--- src/rtl/fifo_pkg.sv ---
// Shared parameters and types for the fifo block and its pop-side reader.
package fifo_pkg;

  localparam int FIFO_DEPTH = 4;
  localparam int FIFO_WIDTH = 2;

  typedef enum logic [1:0] {
    S_EMPTY = 2'd0,
    S_ONE   = 2'd1,
    S_TWO   = 2'd2
  } skid_state_e;

endpackage

--- src/rtl/skid_buf2.sv ---
// Two-entry output skid buffer: head is always the word on out_data, tail
// holds the following word while the consumer stalls.
module skid_buf2
  import fifo_pkg::*;
#(
  parameter int WIDTH = FIFO_WIDTH
) (
  input  logic             clk,
  input  logic             reset,
  input  logic             in_valid,
  input  logic [WIDTH-1:0] in_data,
  output logic             in_ready,
  output logic [WIDTH-1:0] out_data,
  output logic             out_valid,
  input  logic             out_ready,
  output logic [1:0]       state_dbg
);

  // Handshake: a word moves across a port in any cycle where that port's
  // valid and ready are both high; in_valid is only raised when in_ready is.
  skid_state_e      state_q;
  logic [WIDTH-1:0] head_q;
  logic [WIDTH-1:0] tail_q;
  logic             valid_q;
  logic             take;

  assign take      = valid_q & out_ready;
  assign in_ready  = (state_q != S_TWO) | take;
  assign out_data  = head_q;
  assign out_valid = valid_q;
  assign state_dbg = state_q;

  always_ff @(posedge clk or negedge reset) begin
    if (!reset) begin
      state_q <= S_EMPTY;
      head_q  <= '0;
      tail_q  <= '0;
      valid_q <= 1'b0;
    end else begin
      case (state_q)
        S_EMPTY: begin
          if (in_valid) begin
            head_q  <= in_data;
            state_q <= S_ONE;
            valid_q <= 1'b1;
          end
        end
        S_ONE: begin
          if (in_valid && take) begin
            head_q <= in_data;
          end else if (in_valid) begin
            tail_q  <= in_data;
            state_q <= S_TWO;
          end else if (take) begin
            state_q <= S_EMPTY;
            valid_q <= 1'b0;
          end
        end
        S_TWO: begin
          // Leaving TWO is only possible on a take; tail shifts into head.
          if (take) begin
            head_q <= tail_q;
            if (in_valid) tail_q <= in_data;
            else          state_q <= S_ONE;
          end
        end
        default: begin
          state_q <= S_EMPTY;
          valid_q <= 1'b0;
        end
      endcase
    end
  end

endmodule

--- src/rtl/fifo_reader.sv ---
// Pop-side controller for fifo: mirrors occupancy from push/pop, drains
// stored words into a skid buffer and flags pushes attempted while full.
module fifo_reader
  import fifo_pkg::*;
#(
  parameter int DEPTH = FIFO_DEPTH,
  parameter int WIDTH = FIFO_WIDTH
) (
  input  logic                         clk,
  input  logic                         reset,
  input  logic                         push,
  input  logic                         full,
  input  logic [WIDTH-1:0]             fifo_out,
  output logic                         pop,
  output logic [WIDTH-1:0]             out_data,
  output logic                         out_valid,
  input  logic                         out_ready,
  output logic [$clog2(DEPTH+1)-1:0]   count,
  output logic                         empty,
  output logic                         ovf,
  output logic [1:0]                   state_dbg
);

  localparam int CW = $clog2(DEPTH+1);

  logic          wr;
  logic          in_ready;
  logic [CW-1:0] count_q, count_d;
  logic          ovf_q, ovf_d;

  // full is the pre-pop flag, so a push at DEPTH is dropped even if we pop.
  assign wr  = push & ~full;
  assign pop = (count_q != '0) & in_ready;

  always_comb begin
    count_d = count_q + CW'(wr) - CW'(pop);
    ovf_d   = ovf_q | (push & full);
  end

  always_ff @(posedge clk or negedge reset) begin
    if (!reset) begin
      count_q <= '0;
      ovf_q   <= 1'b0;
    end else begin
      count_q <= count_d;
      ovf_q   <= ovf_d;
    end
  end

  assign count = count_q;
  assign empty = (count_q == '0);
  assign ovf   = ovf_q;

  skid_buf2 #(.WIDTH(WIDTH)) u_skid (
    .clk       (clk),
    .reset     (reset),
    .in_valid  (pop),
    .in_data   (fifo_out),
    .in_ready  (in_ready),
    .out_data  (out_data),
    .out_valid (out_valid),
    .out_ready (out_ready),
    .state_dbg (state_dbg)
  );

endmodule

--- config.mk ---
export PLATFORM = sky130hd
export DESIGN_NAME = fifo_reader
export DESIGN_NICKNAME = d
export VERILOG_FILES = /design/src/rtl/fifo_pkg.sv /design/src/rtl/skid_buf2.sv /design/src/rtl/fifo_reader.sv
export SDC_FILE = /design/constraint.sdc
export NUM_CORES = 1
export LEC_CHECK = 0
export ABC_AREA = 1
export CAP_MARGIN = 20
export CELL_PAD_IN_SITES_DETAIL_PLACEMENT = 0
export CELL_PAD_IN_SITES_GLOBAL_PLACEMENT = 1
export CORE_MARGIN = 8
export CORE_UTILIZATION = 34
export CTS_CLUSTER_DIAMETER = 60
export DETAILED_ROUTE_END_ITERATION = 10
export PLACE_DENSITY = 0.84
export SYNTH_ARGS = -nofsm -noshare
export SYNTH_HDL_FRONTEND = slang
export SYNTH_SLANG_ARGS = --single-unit
--- constraint.sdc ---
create_clock -name clk -period 5.67 [get_ports clk]
set_clock_uncertainty 0.05 [all_clocks]
set_input_delay 1.134 -clock clk [delete_from_list [all_inputs] [get_ports clk]]
set_output_delay 1.134 -clock clk [all_outputs]
set_load 0.03 [all_outputs]
---- Yosys cells after proc, flatten, opt, wreduce, memory -nomap -nowiden ----
Cells that the tools add are included.
word-level totals
  output and inout port bits .............. 11
  bits in registers ....................... 11
  logic and storage cells ................. 57
cells by class
  reductions and logical operators ........ 10
  muxes and demuxes ....................... 20
  equality and inequality tests ........... 11
  add/sub/neg operators ................... 2
  bitwise gates (word level) .............. 8
operators by type and width
  kind                                                    count
  2-to-1 mux 2 bit                                        12
  one-hot mux 2 bit (3 select lines)                      2
  inequality test 2 bit (second input constant)           5
  AND reduction 5 bit                                     2
  inequality test 2 x 1 -> 1 bit (second input constant)  3
  nonzero test 3 bit                                      2
  AND 1 bit                                               4
  2-to-1 mux 1 bit                                        4
  one-hot mux 2 bit (2 select lines)                      1
  AND reduction 4 bit                                     1
  adder 3 x 1 -> 3 bit                                    1
  logical NOT 3 bit                                       1
  inequality test 3 x 2 -> 1 bit (second input constant)  1
  one-hot mux 1 bit (3 select lines)                      1
  AND reduction 3 bit                                     1
  subtractor 3 x 1 -> 3 bit                               1
  == test 2 x 1 -> 1 bit (second input constant)          1
  == test 2 bit (second input constant)                   1
  logical NOT 2 bit                                       1
  NOT 1 bit                                               2
  bitwise OR 1 bit                                        2
  nonzero test 2 bit                                      1
  logical AND 1 bit                                       1

---- Longest topological paths before layout ----
  word-level depth ........................ 6
  depth in mapped cells ................... 11

---- Modules after synthesis ----
A second synthesis with hierarchy kept.
second synthesis, totals
  cells, all modules ...................... 82
  area, all modules ....................... 616.8 um2
modules (own cells, without submodules)
  module       instances  cells an instance  area an instance (um2)
  skid_buf2    1          56                 386.6
  fifo_reader  1          26                 230.2

---- Worst setup path after synthesis ----
OpenSTA, ideal clock, no wires.
  path type ............................... input-to-output
  from .................................... in out_ready
  to ...................................... out pop
  stages on the path ...................... 4
  setup slack ............................. 2.976 ns
  arrival ................................. 1.510 ns
  data required time ...................... 4.486 ns
  cell sequence ........................... nand2_1 > nand2_1 > nand2_1 > inv_2
between the ends
  longest elaborated chain between the ends .. 3
ends and longest elaborated chain
  element             line               RTL
  start: declaration  fifo_reader.sv:17  input logic out_ready,
  AND 1 bit           skid_buf2.sv:27    assign take = valid_q & out_ready;
  bitwise OR 1 bit    skid_buf2.sv:28    assign in_ready = (state_q != S_TWO) | take;
  AND 1 bit           fifo_reader.sv:33  assign pop = (count_q != '0) & in_ready;
  end: declaration    fifo_reader.sv:14  output logic pop,
No other way between the ends.

---- Final worst setup path ----
Same ends and word-level chain as after synthesis.

==> metrics.yaml <==
status:
  status: "complete, no violations"
synthesis:
  postSynthCellCount: 75
  synthTopCellsByArea: "dfrtp_1 (46%), nand2_1 (19%), nand3_1 (5.9%)"
  syn-cell-area_sq_um: 593
  avgSynthCellArea_sq_um: 7.91
  yosysWarnings: 0
  ys_ff_latch: 11
  syn_nets: 84
  synth_top_area_cell: "dfrtp_1"
  netlist-cell-type-count: 18
  synth_top_area_share_pct: 46.4
  synth-seq-area-share_pct: 46.4
drt:
  drt-wirelength-per-cell_um: 11.4
  wl_mm: 1.28
  drtIter0Drc: 4
  ant_nets: 0
  drcViolationCount: 0
  via_per_inst: 4.73
  dr_total_vias: 534
  first_pass_iters: 2
timing:
  rsz0062_at_grt: "false"
  fin_crit_ns: 3.84
  setup_tns_ns: 0
  relSlewSlack_pct: 66.6
  drv_slew: 0
  setup_viol: 0
  fmax_mhz: 260
  period_share_pct: 67.7
  worst_pin_slew_ns: 0.500
  final_hold_viol_count: 0
global_route:
  antenna_found_initial: 0
  grt_use_total_pct: 8.95
  grt_max_degree: 12
  grt_first_pass_wirelength_mm: 2.30
  grt_pass1_vias: 574
  overflow: 0
setup_path:
  critPathSlowestCell: "clkdlybuf4s50_1"
  critPathMaxFanout: 3
  arrival_ns: 2.66
  critPathKind: "input pin to output pin"
  worstSetupStartpointType: "input pin"
  worst_ep_required_time_ns: 4.49
  worstPathCellList: "clkdlybuf4s50_1, nand2_1, nand2_1, nand2_1, inv_2, clkdlybuf4s50_1"
  crit_top_cell: "nand2_1"
  critPathMaxStageDelay_ns: 0.68
  crit_path_end_kind: "output pin"
placement:
  gp_congestion: 0.781
  dp.cells: 109
  dp_hpwl_mm: 1.04
  numPortBuffers: 17
cts:
  clock_latency_ns: 0.27
  cts.htree.levels: 1
  cts_buffers: 3
  post_cts_resized: 0
  clockBufferDepth: 2
  clock-sinks: 11
  post-cts-setup-buffers: 0
  cts_tree: "done"
  ctsRootBufferMaster: "clkbuf_4"
  ctsHoldBuffers: 0
  clk_pin_slew_worst_paths_ns: 0.07
floorplan:
  num_rows: 15
  die_area_sq_um: 3340
  io_pins: 18
  die_w_um: 57.8
  die_y_um: 57.8
  core_area_sq_um: 1690
  start_util_pct: 35.1
power:
  power.share.sequential_pct: 28.3
  p_sw_uw: 262
  combPwrFrac_pct: 61.3
  swShare_pct: 48.7
  internal_power_uw: 276
  p_clk_share_pct: 10.3
  powerDensity_nw_per_um2: 663
  ir_drop_uv: 336
  leakagePower_nw: 0.414
cells_and_area:
  drive_above_1_share_pct: 12.5
  stdcell_count: 113
  fillers: 165
  multiInputGateArea_sq_um: 284
  area_delta_synth_final_pct: 36.7
  nets: 106
  seq_area_sq_um: 275
  antenna_cells: 0
min_path:
  hp-class: "flip-flop to flip-flop"
run:
  max-cap-violations: 0
Yosys cell counts:
library cell  number
a21o_1             1
nor2_4             1
nor2_1             2
xor2_1             1
dfrtp_1           11
nand2_2            4
ha_1               1
inv_1              6
nand2_1           30
o21bai_1           1
fa_1               1
a21oi_1            1
nand3_1            7
xnor2_1            1
nor2_2             1
o21ai_0            2
nand4_1            1
inv_2              3
power groups by stage:
| stage | combinational [mW] | clock (mW) | sequential [mW] |
|---|---|---|---|
| after global placement | 0.333 | 0 | 0.153 |
| after detailed placement | 0.336 | 0 | 0.154 |
| after global routing | 0.373 | 0.0600 | 0.158 |
| final | 0.330 | 0.0555 | 0.152 |
| after CTS | 0.337 | 0.0578 | 0.152 |
| after floorplan | 0.170 | 0 | 0.206 |
final cells by class:
class	instances	share of cell area (%)
well taps	17	2.62
flip-flops and latches	11	34.0
clock buffers	4	3.24
multi-input cells	55	35.0
inverters	9	4.17
repair buffers	17	21.0
cells by family (layout without fill, tap and decap cells):
logic type,after synthesis,after routing,synth area share (%)
and+or+nand+nor,46,46,34.4
DFF,11,11,46.4
xor gates and xnor gates,2,2,2.95
AOI/OAI and AO/OA,5,5,5.06
buffers and inverters,9,30,5.70
adders and majority gates,2,2,5.49
metal layers:
metal	track usage (%)	vias to the layer above	wire length, um
met1	8.95	243	572
li1	-	275	-
met4	6.99	0	34
met2	15.1	12	598
met5	0	-	0
met3	2.87	4	79
registers in the layout (all words and copies together) (netlist names):
name and count:
count 3, u_skid.tail_q 2, u_skid.out_valid 1, u_skid.state_dbg 2, ovf 1, u_skid.out_data 2
metrics by stage:
step / hold slack [ns] / cell area [sq um] / power [mW] / util [%] / setup slack [ns]
finish: 0.413 / 811 / 0.538 / 48.0 / 1.83
global route: 0.445 / 811 / 0.591 / 48.0 / 1.75
floorplan: 0.392 / 593 / 0.376 / - / 2.98
global placement: 0.391 / 785 / 0.486 / 46.4 / 1.83
CTS: 0.416 / 811 / 0.547 / 48.0 / 1.82
detailed placement: 0.398 / 785 / 0.489 / 46.4 / 1.83
cell usage in the layout (no fill, tap or decap), drive strengths merged:
master          n
clkbuf          4
o21ai           2
fa              1
a21oi           1
clkdlybuf4s50  17
inv             9
o21bai          1
xnor2           1
a21o            1
xor2            1
nand3           7
nand4           1
nand2          34
dfrtp          11
ha              1
nor2            4
worst max-delay path: cells and delay by family:
family / cells / cell delay, ns
buffers and inverters: 3 / 1.25
and+or+nand+nor: 3 / 0.28
final timing paths:
check | from | endpoint | slack [ns] | cells after the start
setup / recovery | out_ready | pop | 1.83 | 6
hold / removal | ovf | ovf | 0.41 | 1
setup reg to reg | count[1] | count[2] | 3.65 | 10
hold reg to reg | ovf | ovf | 0.41 | 1
max in group asynchronous | reset | count[2] | 4.09 | 1
min in group asynchronous | reset | u_skid.state_dbg[0] | 1.14 | 1
(Power assumes the default switching activity.)
